==> src/rtl/mips_pkg.sv <==
// ---------------------------------------------------------------------------
// mips_pkg
// Shared definitions for the MIPS core memory stage: store-data forwarding
// select codes, the memory-access sequencer states and the zero register.
// ---------------------------------------------------------------------------
package mips_pkg;

    // forwardF select codes from the store-data forwarding unit
    localparam logic [1:0] FWD_NONE = 2'b00;
    localparam logic [1:0] FWD_LOAD = 2'b01;
    localparam logic [1:0] FWD_ALU  = 2'b10;

    localparam logic [4:0] REG_ZERO = 5'd0;

    typedef enum logic [1:0] {
        IDLE  = 2'd0,
        WAIT  = 2'd1,
        ABORT = 2'd2
    } mem_state_t;

    // An instruction needs the data memory when it is a valid load or store.
    function automatic logic is_mem_op(input logic valid,
                                       input logic mem_to_reg,
                                       input logic mem_write);
        return valid & (mem_to_reg | mem_write);
    endfunction

endpackage

==> src/rtl/mem_access_fsm.sv <==
// ---------------------------------------------------------------------------
// mem_access_fsm
// Sequences one data-memory access: waits for dmem_ack, counts WAIT cycles
// and aborts the access once TIMEOUT_CYCLES WAIT cycles pass without an ack.
//
// Ports:
//   clk, rst_n     clock, asynchronous active-low reset
//   mem_op         instruction held in EX/MEM needs the data memory
//   dmem_ack       memory access complete this cycle
//   mem_stall      freeze upstream stages and EX/MEM
//   capture        MEM/WB takes the EX/MEM instruction normally
//   abort          ABORT cycle: MEM/WB takes the instruction with no result
//   in_idle        FSM is in IDLE (first MEM cycle of an instruction)
//   mem_timeout    sticky flag, set by any abort, cleared only by reset
//
// state | meaning
// ------+------------------------------------------------------------------
// IDLE  | first MEM cycle; non-memory ops and single-cycle accesses retire
// WAIT  | access outstanding, upstream stalled, counting toward timeout
// ABORT | one cycle: access dropped, instruction retires with no writeback
// ---------------------------------------------------------------------------
module mem_access_fsm
    import mips_pkg::*;
#(
    parameter int unsigned TIMEOUT_CYCLES = 16
) (
    input  logic clk,
    input  logic rst_n,
    input  logic mem_op,
    input  logic dmem_ack,
    output logic mem_stall,
    output logic capture,
    output logic abort,
    output logic in_idle,
    output logic mem_timeout
);

    localparam logic [7:0] TIMEOUT_LIMIT = 8'(TIMEOUT_CYCLES);

    mem_state_t state_q, state_d;
    logic [7:0] cnt_q, cnt_d;
    logic       timeout_q;

    always_ff @(posedge clk or negedge rst_n) begin
        if (!rst_n) begin
            state_q   <= IDLE;
            cnt_q     <= 8'd0;
            timeout_q <= 1'b0;
        end else begin
            state_q   <= state_d;
            cnt_q     <= cnt_d;
            timeout_q <= timeout_q | abort;
        end
    end

    always_comb begin
        state_d   = state_q;
        cnt_d     = cnt_q;
        mem_stall = 1'b0;
        capture   = 1'b0;
        abort     = 1'b0;
        case (state_q)
            IDLE: begin
                if (mem_op && !dmem_ack) begin
                    state_d   = WAIT;
                    cnt_d     = 8'd1;
                    mem_stall = 1'b1;
                end else begin
                    capture = 1'b1;
                end
            end
            WAIT: begin
                // an ack arriving on the last permitted cycle still completes
                if (dmem_ack) begin
                    state_d = IDLE;
                    cnt_d   = 8'd0;
                    capture = 1'b1;
                end else if (cnt_q >= TIMEOUT_LIMIT) begin
                    state_d   = ABORT;
                    cnt_d     = 8'd0;
                    mem_stall = 1'b1;
                end else begin
                    cnt_d     = cnt_q + 8'd1;
                    mem_stall = 1'b1;
                end
            end
            ABORT: begin
                abort   = 1'b1;
                state_d = IDLE;
            end
            default: begin
                state_d = IDLE;
                cnt_d   = 8'd0;
            end
        endcase
    end

    assign in_idle     = (state_q == IDLE);
    assign mem_timeout = timeout_q;

endmodule

==> src/rtl/mem_stage_pipe.sv <==
// ---------------------------------------------------------------------------
// mem_stage_pipe
// EX/MEM pipeline register, data-memory access sequencer and MEM/WB pipeline
// register for the 5-stage MIPS core. Store data is resolved from forwardF in
// the first MEM cycle and held for the rest of the access.
//
// Optional build macro: MEM_STAGE_PERF_EN adds perf_fwd_count and
// perf_stall_count saturating counters and their output ports.
//
// Ports:
//   clk, rst_n                         clock, asynchronous active-low reset
//   ex_*                               EX-stage instruction fields
//   flush                              squash the instruction entering MEM
//   forwardF                           store-data forward select
//   mem_rt, mem_write                  MEM-stage info for the forwarding unit
//   mem_stall                          freeze IF/ID/EX
//   dmem_req/we/addr/wdata/rdata/ack   data-memory interface
//   wb_*                               MEM/WB pipeline register outputs
//   mem_timeout                        sticky access-abort flag
//   perf_fwd_count, perf_stall_count   (MEM_STAGE_PERF_EN only)
// ---------------------------------------------------------------------------
module mem_stage_pipe
    import mips_pkg::*;
#(
    parameter int unsigned DATA_W         = 32,
    parameter int unsigned TIMEOUT_CYCLES = 16
) (
    input  logic              clk,
    input  logic              rst_n,
    input  logic              ex_valid,
    input  logic              ex_reg_write,
    input  logic              ex_mem_to_reg,
    input  logic              ex_mem_write,
    input  logic [DATA_W-1:0] ex_alu_result,
    input  logic [DATA_W-1:0] ex_store_data,
    input  logic [4:0]        ex_write_reg,
    input  logic [4:0]        ex_rt,
    input  logic              flush,
    input  logic [1:0]        forwardF,
    output logic [4:0]        mem_rt,
    output logic              mem_write,
    output logic              mem_stall,
    output logic              dmem_req,
    output logic              dmem_we,
    output logic [DATA_W-1:0] dmem_addr,
    output logic [DATA_W-1:0] dmem_wdata,
    input  logic [DATA_W-1:0] dmem_rdata,
    input  logic              dmem_ack,
    output logic              wb_valid,
    output logic              wb_reg_write,
    output logic              wb_mem_to_reg,
    output logic [4:0]        wb_write_reg,
    output logic [DATA_W-1:0] wb_alu_result,
    output logic [DATA_W-1:0] wb_load_data,
    output logic              mem_timeout
`ifdef MEM_STAGE_PERF_EN
    ,
    output logic [31:0]       perf_fwd_count,
    output logic [31:0]       perf_stall_count
`endif
);

    logic              exm_valid_q, exm_reg_write_q, exm_mem_to_reg_q, exm_mem_write_q;
    logic [DATA_W-1:0] exm_alu_result_q, exm_store_data_q;
    logic [4:0]        exm_write_reg_q, exm_rt_q;

    logic              wb_valid_q, wb_valid_d;
    logic              wb_reg_write_q, wb_reg_write_d;
    logic              wb_mem_to_reg_q, wb_mem_to_reg_d;
    logic [4:0]        wb_write_reg_q, wb_write_reg_d;
    logic [DATA_W-1:0] wb_alu_result_q, wb_alu_result_d;
    logic [DATA_W-1:0] wb_load_data_q, wb_load_data_d;

    logic [DATA_W-1:0] fwd_data;
    logic [DATA_W-1:0] wdata_q;

    logic mem_op, stall, capture, abort, in_idle, timeout;

    assign mem_op = is_mem_op(exm_valid_q, exm_mem_to_reg_q, exm_mem_write_q);

    mem_access_fsm #(
        .TIMEOUT_CYCLES (TIMEOUT_CYCLES)
    ) u_fsm (
        .clk         (clk),
        .rst_n       (rst_n),
        .mem_op      (mem_op),
        .dmem_ack    (dmem_ack),
        .mem_stall   (stall),
        .capture     (capture),
        .abort       (abort),
        .in_idle     (in_idle),
        .mem_timeout (timeout)
    );

    // EX/MEM: frozen while stalled, so a flush arriving mid-stall is dropped.
    always_ff @(posedge clk or negedge rst_n) begin
        if (!rst_n) begin
            exm_valid_q      <= 1'b0;
            exm_reg_write_q  <= 1'b0;
            exm_mem_to_reg_q <= 1'b0;
            exm_mem_write_q  <= 1'b0;
            exm_alu_result_q <= '0;
            exm_store_data_q <= '0;
            exm_write_reg_q  <= REG_ZERO;
            exm_rt_q         <= REG_ZERO;
        end else if (!stall) begin
            if (flush) begin
                exm_valid_q      <= 1'b0;
                exm_reg_write_q  <= 1'b0;
                exm_mem_to_reg_q <= 1'b0;
                exm_mem_write_q  <= 1'b0;
                exm_alu_result_q <= '0;
                exm_store_data_q <= '0;
                exm_write_reg_q  <= REG_ZERO;
                exm_rt_q         <= REG_ZERO;
            end else begin
                exm_valid_q      <= ex_valid;
                exm_reg_write_q  <= ex_reg_write;
                exm_mem_to_reg_q <= ex_mem_to_reg;
                exm_mem_write_q  <= ex_mem_write;
                exm_alu_result_q <= ex_alu_result;
                exm_store_data_q <= ex_store_data;
                exm_write_reg_q  <= ex_write_reg;
                exm_rt_q         <= ex_rt;
            end
        end
    end

    // Forwarded values come from the MEM/WB register, which only holds the
    // producing instruction during the store's first MEM cycle.
    always_comb begin
        fwd_data = exm_store_data_q;
        case (forwardF)
            FWD_LOAD: fwd_data = wb_load_data_q;
            FWD_ALU:  fwd_data = wb_alu_result_q;
            default:  fwd_data = exm_store_data_q;
        endcase
    end

    always_ff @(posedge clk or negedge rst_n) begin
        if (!rst_n) begin
            wdata_q <= '0;
        end else if (in_idle) begin
            wdata_q <= fwd_data;
        end
    end

    // Anything other than a capture or abort cycle is a stall: insert a bubble.
    always_comb begin
        wb_valid_d      = 1'b0;
        wb_reg_write_d  = 1'b0;
        wb_mem_to_reg_d = 1'b0;
        wb_write_reg_d  = REG_ZERO;
        wb_alu_result_d = '0;
        wb_load_data_d  = '0;
        if (capture || abort) begin
            wb_valid_d      = exm_valid_q;
            wb_reg_write_d  = exm_reg_write_q & ~abort;
            wb_mem_to_reg_d = exm_mem_to_reg_q;
            wb_write_reg_d  = exm_write_reg_q;
            wb_alu_result_d = exm_alu_result_q;
            if (capture && mem_op && dmem_ack) begin
                wb_load_data_d = dmem_rdata;
            end
        end
    end

    always_ff @(posedge clk or negedge rst_n) begin
        if (!rst_n) begin
            wb_valid_q      <= 1'b0;
            wb_reg_write_q  <= 1'b0;
            wb_mem_to_reg_q <= 1'b0;
            wb_write_reg_q  <= REG_ZERO;
            wb_alu_result_q <= '0;
            wb_load_data_q  <= '0;
        end else begin
            wb_valid_q      <= wb_valid_d;
            wb_reg_write_q  <= wb_reg_write_d;
            wb_mem_to_reg_q <= wb_mem_to_reg_d;
            wb_write_reg_q  <= wb_write_reg_d;
            wb_alu_result_q <= wb_alu_result_d;
            wb_load_data_q  <= wb_load_data_d;
        end
    end

`ifdef MEM_STAGE_PERF_EN
    logic        fwd_held_q;
    logic        fwd_now;
    logic [31:0] perf_fwd_q, perf_stall_q;

    // forwardF is only meaningful in IDLE; remember it for a waited store.
    assign fwd_now = in_idle ? ((forwardF == FWD_LOAD) || (forwardF == FWD_ALU))
                             : fwd_held_q;

    always_ff @(posedge clk or negedge rst_n) begin
        if (!rst_n) begin
            fwd_held_q   <= 1'b0;
            perf_fwd_q   <= 32'd0;
            perf_stall_q <= 32'd0;
        end else begin
            if (in_idle) begin
                fwd_held_q <= fwd_now;
            end
            if (capture && mem_op && exm_mem_write_q && fwd_now && !(&perf_fwd_q)) begin
                perf_fwd_q <= perf_fwd_q + 32'd1;
            end
            if (stall && !(&perf_stall_q)) begin
                perf_stall_q <= perf_stall_q + 32'd1;
            end
        end
    end

    assign perf_fwd_count   = perf_fwd_q;
    assign perf_stall_count = perf_stall_q;
`endif

    assign mem_rt        = exm_rt_q;
    assign mem_write     = exm_mem_write_q;
    assign mem_stall     = stall;
    assign dmem_req      = mem_op & ~abort;
    assign dmem_we       = exm_mem_write_q;
    assign dmem_addr     = exm_alu_result_q;
    assign dmem_wdata    = in_idle ? fwd_data : wdata_q;
    assign wb_valid      = wb_valid_q;
    assign wb_reg_write  = wb_reg_write_q;
    assign wb_mem_to_reg = wb_mem_to_reg_q;
    assign wb_write_reg  = wb_write_reg_q;
    assign wb_alu_result = wb_alu_result_q;
    assign wb_load_data  = wb_load_data_q;
    assign mem_timeout   = timeout;

endmodule

==> config.mk <==
export PLATFORM = sky130hd
export DESIGN_NAME = mem_stage_pipe
export DESIGN_NICKNAME = d
export VERILOG_FILES = /design/src/rtl/mips_pkg.sv /design/src/rtl/mem_access_fsm.sv /design/src/rtl/mem_stage_pipe.sv
export SDC_FILE = /design/constraint.sdc
export NUM_CORES = 1
export LEC_CHECK = 0
export CAP_MARGIN = 20
export CORE_ASPECT_RATIO = 0.7
export CORE_MARGIN = 2
export CORE_UTILIZATION = 42
export CTS_CLUSTER_SIZE = 40
export DETAILED_ROUTE_END_ITERATION = 10
export PLACE_DENSITY_LB_ADDON = 0.25
export SLEW_MARGIN = 20
export SYNTH_ARGS = -nofsm -noshare
export SYNTH_HDL_FRONTEND = slang
export SYNTH_SLANG_ARGS = --single-unit
==> constraint.sdc <==
create_clock -name clk -period 1.8 [get_ports clk]
set_input_delay 0.36 -clock clk [delete_from_list [all_inputs] [get_ports clk]]
set_output_delay 0.36 -clock clk [all_outputs]
set_load 0.05 [all_outputs]
==> After elaboration in Yosys (flattened, before gate mapping) <==
Cells that the tools add are included.
{ "classes": {"n_shift": 0, "multipliers": 0, "n_eq_ne": 6, "div_mod_pow": 0, "order_cmp": 1, "muxes": 32, "bitwise_logic": 7, "reduce_logical": 8, "add_sub_neg": 1} }
{ "ops": {"columns": ["cell", "count"], "rows": [
  ["$mux 32", 6],
  ["$pmux 32 s2", 1],
  ["$mux 8", 3],
  ["$pmux 8 s3", 1],
  ["$mux 5", 3],
  ["$mux 1", 12],
  ["$add 8x1->8 const B", 1],
  ["$ge 8x5->1 const B", 1],
  ["$mux 2", 3],
  ["$eq 2x1->1 const B", 2],
  ["$eq 2x2->1 const B", 2],
  ["$pmux 1 s2", 2],
  ["$pmux 2 s2", 1],
  ["$reduce_and 2->1", 2],
  ["$and 1x1->1", 3],
  ["$logic_and 1x1->1", 3],
  ["$ne 3x2->1 const B", 1],
  ["$logic_not 2->1", 1],
  ["$ne 2x1->1 const B", 1],
  ["$not 1->1", 2],
  ["$or 1x1->1", 2],
  ["$logic_not 1->1", 1],
  ["$logic_or 1x1->1", 1]
]} }
{ "totals": {"mem_bits_rw": 0, "memories": 0, "latch_bits": 0, "output_inout_bits": 146, "word_cells": 73, "input_bits": 116, "regBits": 193, "romBits": 0} }

==> Logic depth before layout (Yosys ltp) <==
Gate-level depths: netlist of the first run.
{ "logic_depth": {"depth_word": 9, "depth_mapped": 6, "ltp_nobuf": 4} }

==> Cells and area by module <==
From an unflattened synthesis of the first run, not the netlist that was laid out.
{ "unflattened": {"hier_cells": 724, "area_unflattened_um2": 7776.2} }
{ "modules_own_cells": {"columns": ["mod", "cells_per_inst", "seq_area_each_um2", "area_each_um2", "instances"], "rows": [
  ["mem_stage_pipe", 675, 4554.4, 7240.7, 1],
  ["mem_access_fsm", 49, 275.3, 535.5, 1]
]} }

==> Worst setup path before layout of the first run <==
OpenSTA, ideal clock, no wires.
{ "synth_timing": {"path_kind": "in2out", "from": "input port forwardF[0]", "to": "output port dmem_wdata[0]", "cell_stages": 6, "path_slack_ps": -1035, "arrival_time_ps": 2475, "cell_sequence": "inv_1 ha_1 clkbuf_1 clkbuf_1 a221oi_1 o31ai_1"} }
{ "synth_between": {"elab_chain_len": 3, "elab_cells_between_ends": 4} }
{ "synth_lines": {"columns": ["item", "line", "source"], "rows": [
  ["start, declared", "mem_stage_pipe.sv:39", "input logic [1:0] forwardF,"],
  ["$eq 2x2->1 or $eq 2x1->1 (tied branches)", "mem_stage_pipe.sv:133", "case (forwardF)"],
  ["$pmux 32 s2 *", "mem_stage_pipe.sv:133", null],
  ["$mux 32 *", null, null],
  ["end, declared", "mem_stage_pipe.sv:46", "output logic [DATA_W-1:0] dmem_wdata,"]
]} }
Mark *: on every way between the ends. The rest lies on a longest branch, timed or not.

==> Worst setup path in the final report of the first run <==
{ "layout_timing": {"from": "register u_fsm.state_q[0]", "to": "output port dmem_wdata[19]"} }
{ "layout_between": {"elab_chain_len": 2} }
{ "layout_lines": {"columns": ["item", "line", "source"], "rows": [
  ["start, declared", "mem_access_fsm.sv:40", "mem_state_t state_q, state_d;"],
  ["start signal, assigned", "mem_access_fsm.sv:50", "state_q <= state_d;"],
  ["$logic_not 2->1", "mem_access_fsm.sv:98", "assign in_idle = (state_q == IDLE);"],
  ["$mux 32", null, null]
]} }
Every way passes these cells.

==> results of run 1 <==
## power by group
group / switching, mW / leakage [nW] / total, mW / internal, mW
combinational: 2.65 / 3.78 / 4.94 / 2.29
clock: 1.67 / 0.313 / 4.15 / 2.48
sequential: 0.330 / 2.52 / 5.11 / 4.78
total: 4.65 / 6.61 / 14.2 / 9.55
## final cells by class
cell class | count | area, um^2 | share of cell area
Clock inverter | 12 | 204 | 0.0147
Sequential cell | 193 | 4830 | 0.348
Multi-Input combinational cell | 397 | 4110 | 0.296
Inverter | 7 | 37.5 | 0.00271
Timing Repair Buffer | 361 | 3950 | 0.285
Tap cell | 242 | 303 | 0.0218
Clock buffer | 19 | 433 | 0.0312
## logic make-up after synthesis
family          synth area share
compound gates             0.115
xor+xnor                 0.00108
fa+ha+maj                0.00617
buf+inv                   0.0324
flops                      0.596
mux                        0.111
simple gates               0.139
## layout by cell type, fill, tap and decap left out, types with 3 or more instances in the layout
cell type        Yosys  layout
o21ai_4              1       4
o2bb2ai_1            3       3
buf_16               0       9
clkbuf_16            0      24
buf_6                1       4
inv_1                7       3
bufinv_16            0       5
a21boi_0            40      40
a221oi_1            32      24
nor2b_1            111      83
nand2b_1             4       3
buf_12               0      46
dfrtp_1            193     191
inv_6                0       4
clkdlybuf4s50_1      0     111
nand3_1              4       4
nor2b_4              0      28
nand2_2              0      13
a221oi_2             0       6
nand2_1             37      24
buf_4                7     177
o31ai_4              0      32
mux2_2              69       4
and2_1              35      35
mux2_4               8      73
## stage by stage
stage | hold WS, ns | cells | total power, mW
after floorplan | 0.0644 | 645 | 7.65
after global placement | 0.328 | 1161 | 9.39
after detailed placement | 0.339 | 1161 | 9.50
after CTS | 0.457 | 1217 | 13.9
after global routing | 0.470 | 1231 | 14.7
final | 0.450 | 1231 | 14.2
## timing repair
action	CTS	global route
hold buffers	1	0
resized for setup	51	81
endpoints found under the hold margin	37	0
endpoints found under the setup margin	74	89
pin swaps	23	16
cloned	8	9
buffers inserted	18	7
## final timing paths
check / start / to / slack, ns / cells after the start
min in group clk: dmem_rdata[28] / wb_load_data[28]$_DFF_PN0_ / 0.48 / 2
worst max-delay path: u_fsm.state_q[0]$_DFFE_PN0P_ / dmem_wdata[19] / -0.40 / 4
worst max register to register: exm_mem_to_reg_q$_DFFE_PN0N_ / exm_store_data_q[20]$_DFFE_PN0N_ / -0.08 / 7
worst min register to register: u_fsm.mem_timeout$_DFF_PN0_ / u_fsm.mem_timeout$_DFF_PN0_ / 0.49 / 1
max in group asynchronous: rst_n / exm_store_data_q[27]$_DFFE_PN0N_ / 0.72 / 3
worst min-delay path: rst_n / wdata_q[25]$_DFF_PN0_ / 0.45 / 2
## critical path: cells and delay by family, from the launching register on
kind | cells | cell delay (ns)
AND/OR/NAND/NOR | 1 | 0.30
flip-flops | 1 | 0.39
buffers and inverters | 2 | 0.37
AO/OA/AOI/OAI | 1 | 0.34
## per-layer routing
metal | wire, um | part of all wire | up-vias | GRT usage
met5 | 0 | 0 | - | 0
met4 | 400 | 0.014 | 0 | 0.0700
met3 | 2040 | 0.073 | 32 | 0.0717
met2 | 13400 | 0.48 | 276 | 0.431
met1 | 12000 | 0.43 | 3323 | 0.340
li1 | - | - | 2905 | -
==> run metrics, run 1 <==
CP Cell Sequence=or2_4, buf_12, o31ai_4, buf_12; final HPWL from detailed placement=16800 um; first-pass GRT wire length=40100 um; slowest cell delay on critical path=0.39 ns; ANT nets after route=0; H-tree depth=4; Max VDD drop=0.605 mV; # port buffers=261; syn avg cell area=12.6 um^2; synth top area cells=dfrtp_1 60%, mux2_2 9.6%, nor2b_1 8.6%; Tot GR Track Use=0.260; WL final=27900 um; top cell type's share of synthesized area=0.596; die width=170 um; Async S/R FF share, synth=1.00; post-synth top area cell=dfrtp_1; Final Util=0.733; largest net degree at the start of global routing=79; vias in the first global route=6887; Post-Syn Area=8110 um^2; total core area=18900 um^2; Fin. Hold Viols=0; CTS sink cnt=193; Rows=42; Crit-path slowest cell=dfrtp_1; #FFs+latches synth=193; Congestion Overflow GR=0; post-synthesis cell type count=33; number of I/O pins=262; drt drc=0; Post-synth top cells=193 x dfrtp_1, 111 x nor2b_1, 69 x mux2_2; Worst-Skew Late Latency=0.42 ns; share of layout cells above drive strength 1=0.460; per-cell routed wire length=22.6 um; final setup fails=90; Worst setup SP type=register; MaxCap Viol Count=0; Fillers=1232; Root Driver=clkbuf_16; Static Leak=6.61 nW; Area Overhead vs Synth=71.0%; Post-synth EDFFs=0; antenna violations before repair=0; dpl cell area=12200 um^2; final worst slack=-0.396 ns; Max Clock Freq=0.455 GHz; dpl ws=-0.857 ns; top-count cell post-synth=dfrtp_1; Worst EP required=1.44 ns; fin crit share=1.22; Final Max Tran Viols=0; Least-Margin Pin Slew=0.768 ns; Top cell by count, worst path=buf_12; CTS max path bufs=2; Most used DFF post-synth=dfrtp_1; Seq/Total Area, Yosys=0.596; nets=1097; RSZ-0062 raised after global routing=yes; crit end category=output port; Layout Skew=0.0141 ns; 1st-iter DRT viols=383; total CTS buffers=17; DR vias=6536; status=complete, but fails checks; Die Height=120 um; Antenna Cells=0; Post-Syn Instances=645; pwr dens=1020 nW/um^2; worst rel slew slack=0.486; initial core utilization=0.429; setup_tns=-12.96 ns; Crit Path Max Fanout=14; worst hold-check path type=input port to async pin; vias per cell=5.31; TritonCTS clock tree=built; kind of critical path=register to output port; post-route cell area=13900 um^2; synth warn=0; Die ar.=20500 um^2; clk slew on worst S/H paths=0.07 ns; placer congestion estimate=0.803; Crit path arrival time=1.84 ns; failing checks=negative setup slack; Net Count, Synth=765; drt pass-1 iters=5; Final min period=2.20 ns
No activity file was read; power rests on OpenSTA's default activity.
==> run 2, diff against run 1 <==
--- a/config.mk
+++ b/config.mk
@@ -5,6 +5,7 @@
 export SDC_FILE = /design/constraint.sdc
 export NUM_CORES = 1
 export LEC_CHECK = 0
+export ABC_CLOCK_PERIOD_IN_PS = 1800
 export CAP_MARGIN = 20
 export CORE_ASPECT_RATIO = 0.7
 export CORE_MARGIN = 2
@@ -12,7 +13,6 @@
 export CTS_CLUSTER_SIZE = 40
 export DETAILED_ROUTE_END_ITERATION = 10
 export PLACE_DENSITY_LB_ADDON = 0.25
-export SLEW_MARGIN = 20
 export SYNTH_ARGS = -nofsm -noshare
 export SYNTH_HDL_FRONTEND = slang
 export SYNTH_SLANG_ARGS = --single-unit
==> results of run 2 <==
No change in the layout: final DEF, timing and power equal those of run 1.
==> run 3, diff against run 2 <==
--- a/config.mk
+++ b/config.mk
@@ -5,11 +5,11 @@
 export SDC_FILE = /design/constraint.sdc
 export NUM_CORES = 1
 export LEC_CHECK = 0
-export ABC_CLOCK_PERIOD_IN_PS = 1800
+export ABC_CLOCK_PERIOD_IN_PS = 2600
 export CAP_MARGIN = 20
 export CORE_ASPECT_RATIO = 0.7
 export CORE_MARGIN = 2
-export CORE_UTILIZATION = 42
+export CORE_UTILIZATION = 45
 export CTS_CLUSTER_SIZE = 40
 export DETAILED_ROUTE_END_ITERATION = 10
 export PLACE_DENSITY_LB_ADDON = 0.25
==> constraint.sdc (replaced) <==
create_clock -name clk -period 2.6 [get_ports clk]
set_input_delay 0.52 -clock clk [delete_from_list [all_inputs] [get_ports clk]]
set_output_delay 0.52 -clock clk [all_outputs]
set_load 0.05 [all_outputs]
==> run metrics, run 3 (same netlist as run 1, synthesis figures left out) <==
share of layout cells above drive strength 1=0.266 (-0.194); Root Driver=clkbuf_16; TritonCTS clock tree=built; post-route cell area=12800 um^2 (-7.4%); Worst EP required=2.08 ns (+0.64 ns); dpl cell area=12100 um^2 (-0.43%); worst rel slew slack=0.279 (-0.207); Max VDD drop=0.378 mV (-37%); Max Clock Freq=0.389 GHz; clk slew on worst S/H paths=0.07 ns (about the same); largest net degree at the start of global routing=79 (unchanged); final HPWL from detailed placement=16100 um (-4.0%); 1st-iter DRT viols=496 (+30%); crit end category=output port; Crit Path Max Fanout=9 (-5); Crit-path slowest cell=ha_4; Layout Skew=0.0107 ns (-0.00347 ns); first-pass GRT wire length=36900 um (-8.1%); Final min period=2.57 ns; # port buffers=261 (unchanged); per-cell routed wire length=20.2 um (-11%); CTS sink cnt=193 (unchanged); pwr dens=700 nW/um^2 (-32%); Tot GR Track Use=0.255 (-0.00514); CTS max path bufs=2 (unchanged); Rows=41 (-2.4%); drt pass-1 iters=5 (unchanged); worst hold-check path type=input port to async pin; H-tree depth=4 (unchanged); Fin. Hold Viols=0 (unchanged); Die ar.=19100 um^2 (-6.5%); Die Height=116 um (-3.3%); setup_tns=0 ns (+12.96 ns); placer congestion estimate=0.794 (-1.1%); WL final=24000 um (-14%); CTS Hold Buffers Added=0 (-1); fin crit share=0.988; Fillers=1199 (-2.7%); status=finished, final reports clean; slowest cell delay on critical path=0.34 ns (-0.05 ns); die width=164 um (-3.3%); Antenna Cells=0 (unchanged); vias per cell=5.29 (-0.40%); Area Overhead vs Synth=58.4%; most frequent cells in the layout=223 x clkdlybuf4s50_1, 193 x dfrtp_1, 111 x nor2b_1; RSZ-0062 raised after global routing=no; Least-Margin Pin Slew=1.08 ns (+0.309 ns); antenna violations before repair=0 (unchanged); Worst-Skew Late Latency=0.43 ns (about the same); initial core utilization=0.454 (+0.0256); total core area=17900 um^2 (-5.6%); Crit path arrival time=2.05 ns (+0.21 ns); register area=4830 um^2 (about the same); number of I/O pins=262 (unchanged); Congestion Overflow GR=0 (unchanged); kind of critical path=input port to output port; drt drc=0 (unchanged); Worst setup SP type=input port; final setup fails=0 (-100%); final worst slack=0.0313 ns (+0.427 ns); total CTS buffers=17 (unchanged); vias in the first global route=6657 (-3.3%); nets=1058 (-3.6%); CP Cell Sequence=clkdlybuf4s15_1, ha_4, buf_12, buf_12, a221oi_1, buf_4, o31ai_4, buf_12; commonest non-fill, non-tap cell in the layout=clkdlybuf4s50_1; ANT nets after route=0 (unchanged); Static Leak=5.60 nW (-15%); multi-input logic area=3520 um^2 (-14%); MaxCap Viol Count=0 (unchanged); DR vias=6277 (-4.0%); Pwr Total=8.99 mW (-37%); Top cell by count, worst path=buf_12; dpl ws=-0.268 ns (+0.589 ns); Final Max Tran Viols=0 (unchanged)
run 3: changes by cell type in the layout (fill, tap and decap cells not counted), sizes merged:
cell and change:
clkdlybuf4s15 +1, clkbuf -7, clkdlybuf4s50 +112, buf -146, clkinv +1, clkinvlp +4
inv +3, dlygate4sd3 -1, bufinv -5, dlygate4sd2 +1, o21ai -1
run 3: cell type report:
cell class,instances,share of cell area
multi-input combinational,396,0.274
inverter,7,0.00205
clock buffer,17,0.0331
sequential,193,0.376
tap,236,0.0230
timing repair buffer,323,0.282
clock inverter,15,0.00993
run 3: final timing paths:
path / start / endpoint / slack (ns) / cells after the start
min in group clk: u_fsm.cnt_q[4]$_DFFE_PN0P_ / u_fsm.cnt_q[4]$_DFFE_PN0P_ / 0.49 / 1
hold reg to reg: u_fsm.cnt_q[4]$_DFFE_PN0P_ / u_fsm.cnt_q[4]$_DFFE_PN0P_ / 0.49 / 1
max in group asynchronous: rst_n / wb_alu_result[11]$_DFF_PN0_ / 1.72 / 2
hold / removal: rst_n / wdata_q[20]$_DFF_PN0_ / 0.05 / 1
setup reg to reg: dmem_we$_DFFE_PN0N_ / wb_write_reg[0]$_DFF_PN0_ / 0.50 / 4
setup / recovery: forwardF[1] / dmem_wdata[7] / 0.03 / 8
run 3: worst max-delay path: cells and delay by family:
| kind | cells | cell delay, ns |
|---|---|---|
| AOI/OAI and AO/OA | 2 | 0.36 |
| adders and majority gates | 1 | 0.34 |
| buffers and inverters | 5 | 0.81 |
run 3: report_power, final:
group | leakage [nW] | total, mW | switching [mW] | internal (mW)
Combinational | 2.82 | 3.02 | 1.69 | 1.33
Sequential | 2.52 | 3.49 | 0.179 | 3.31
Clock | 0.260 | 2.48 | 1.22 | 1.25
run 3: routing by layer:
metal	routed length, um	part of all wire	track usage
met5	0	0	0
met1	10000	0.42	0.335
met4	290	0.012	0.0626
met3	1870	0.078	0.0827
met2	11800	0.49	0.416
run 3: timing repair:
action | in CTS | in global routing
buffers inserted | 4 | 1
gates resized for setup | 11 | 4
cloned | 2 | 1
pin swaps | 12 | 2
endpoints found under the hold margin | 0 | 0
setup endpoints to repair | 33 | 3
run 3: stage by stage:
stage | util | hold WS (ns) | std cells
2_1_floorplan | - | 0.224 | 645
3_3_place_gp | 0.679 | 0.461 | 1147
3_5_place_dp | 0.679 | 0.475 | 1147
4_1_cts | 0.717 | 0.0671 | 1185
5_1_grt | 0.720 | 0.0731 | 1187
6_report | 0.720 | 0.0471 | 1187
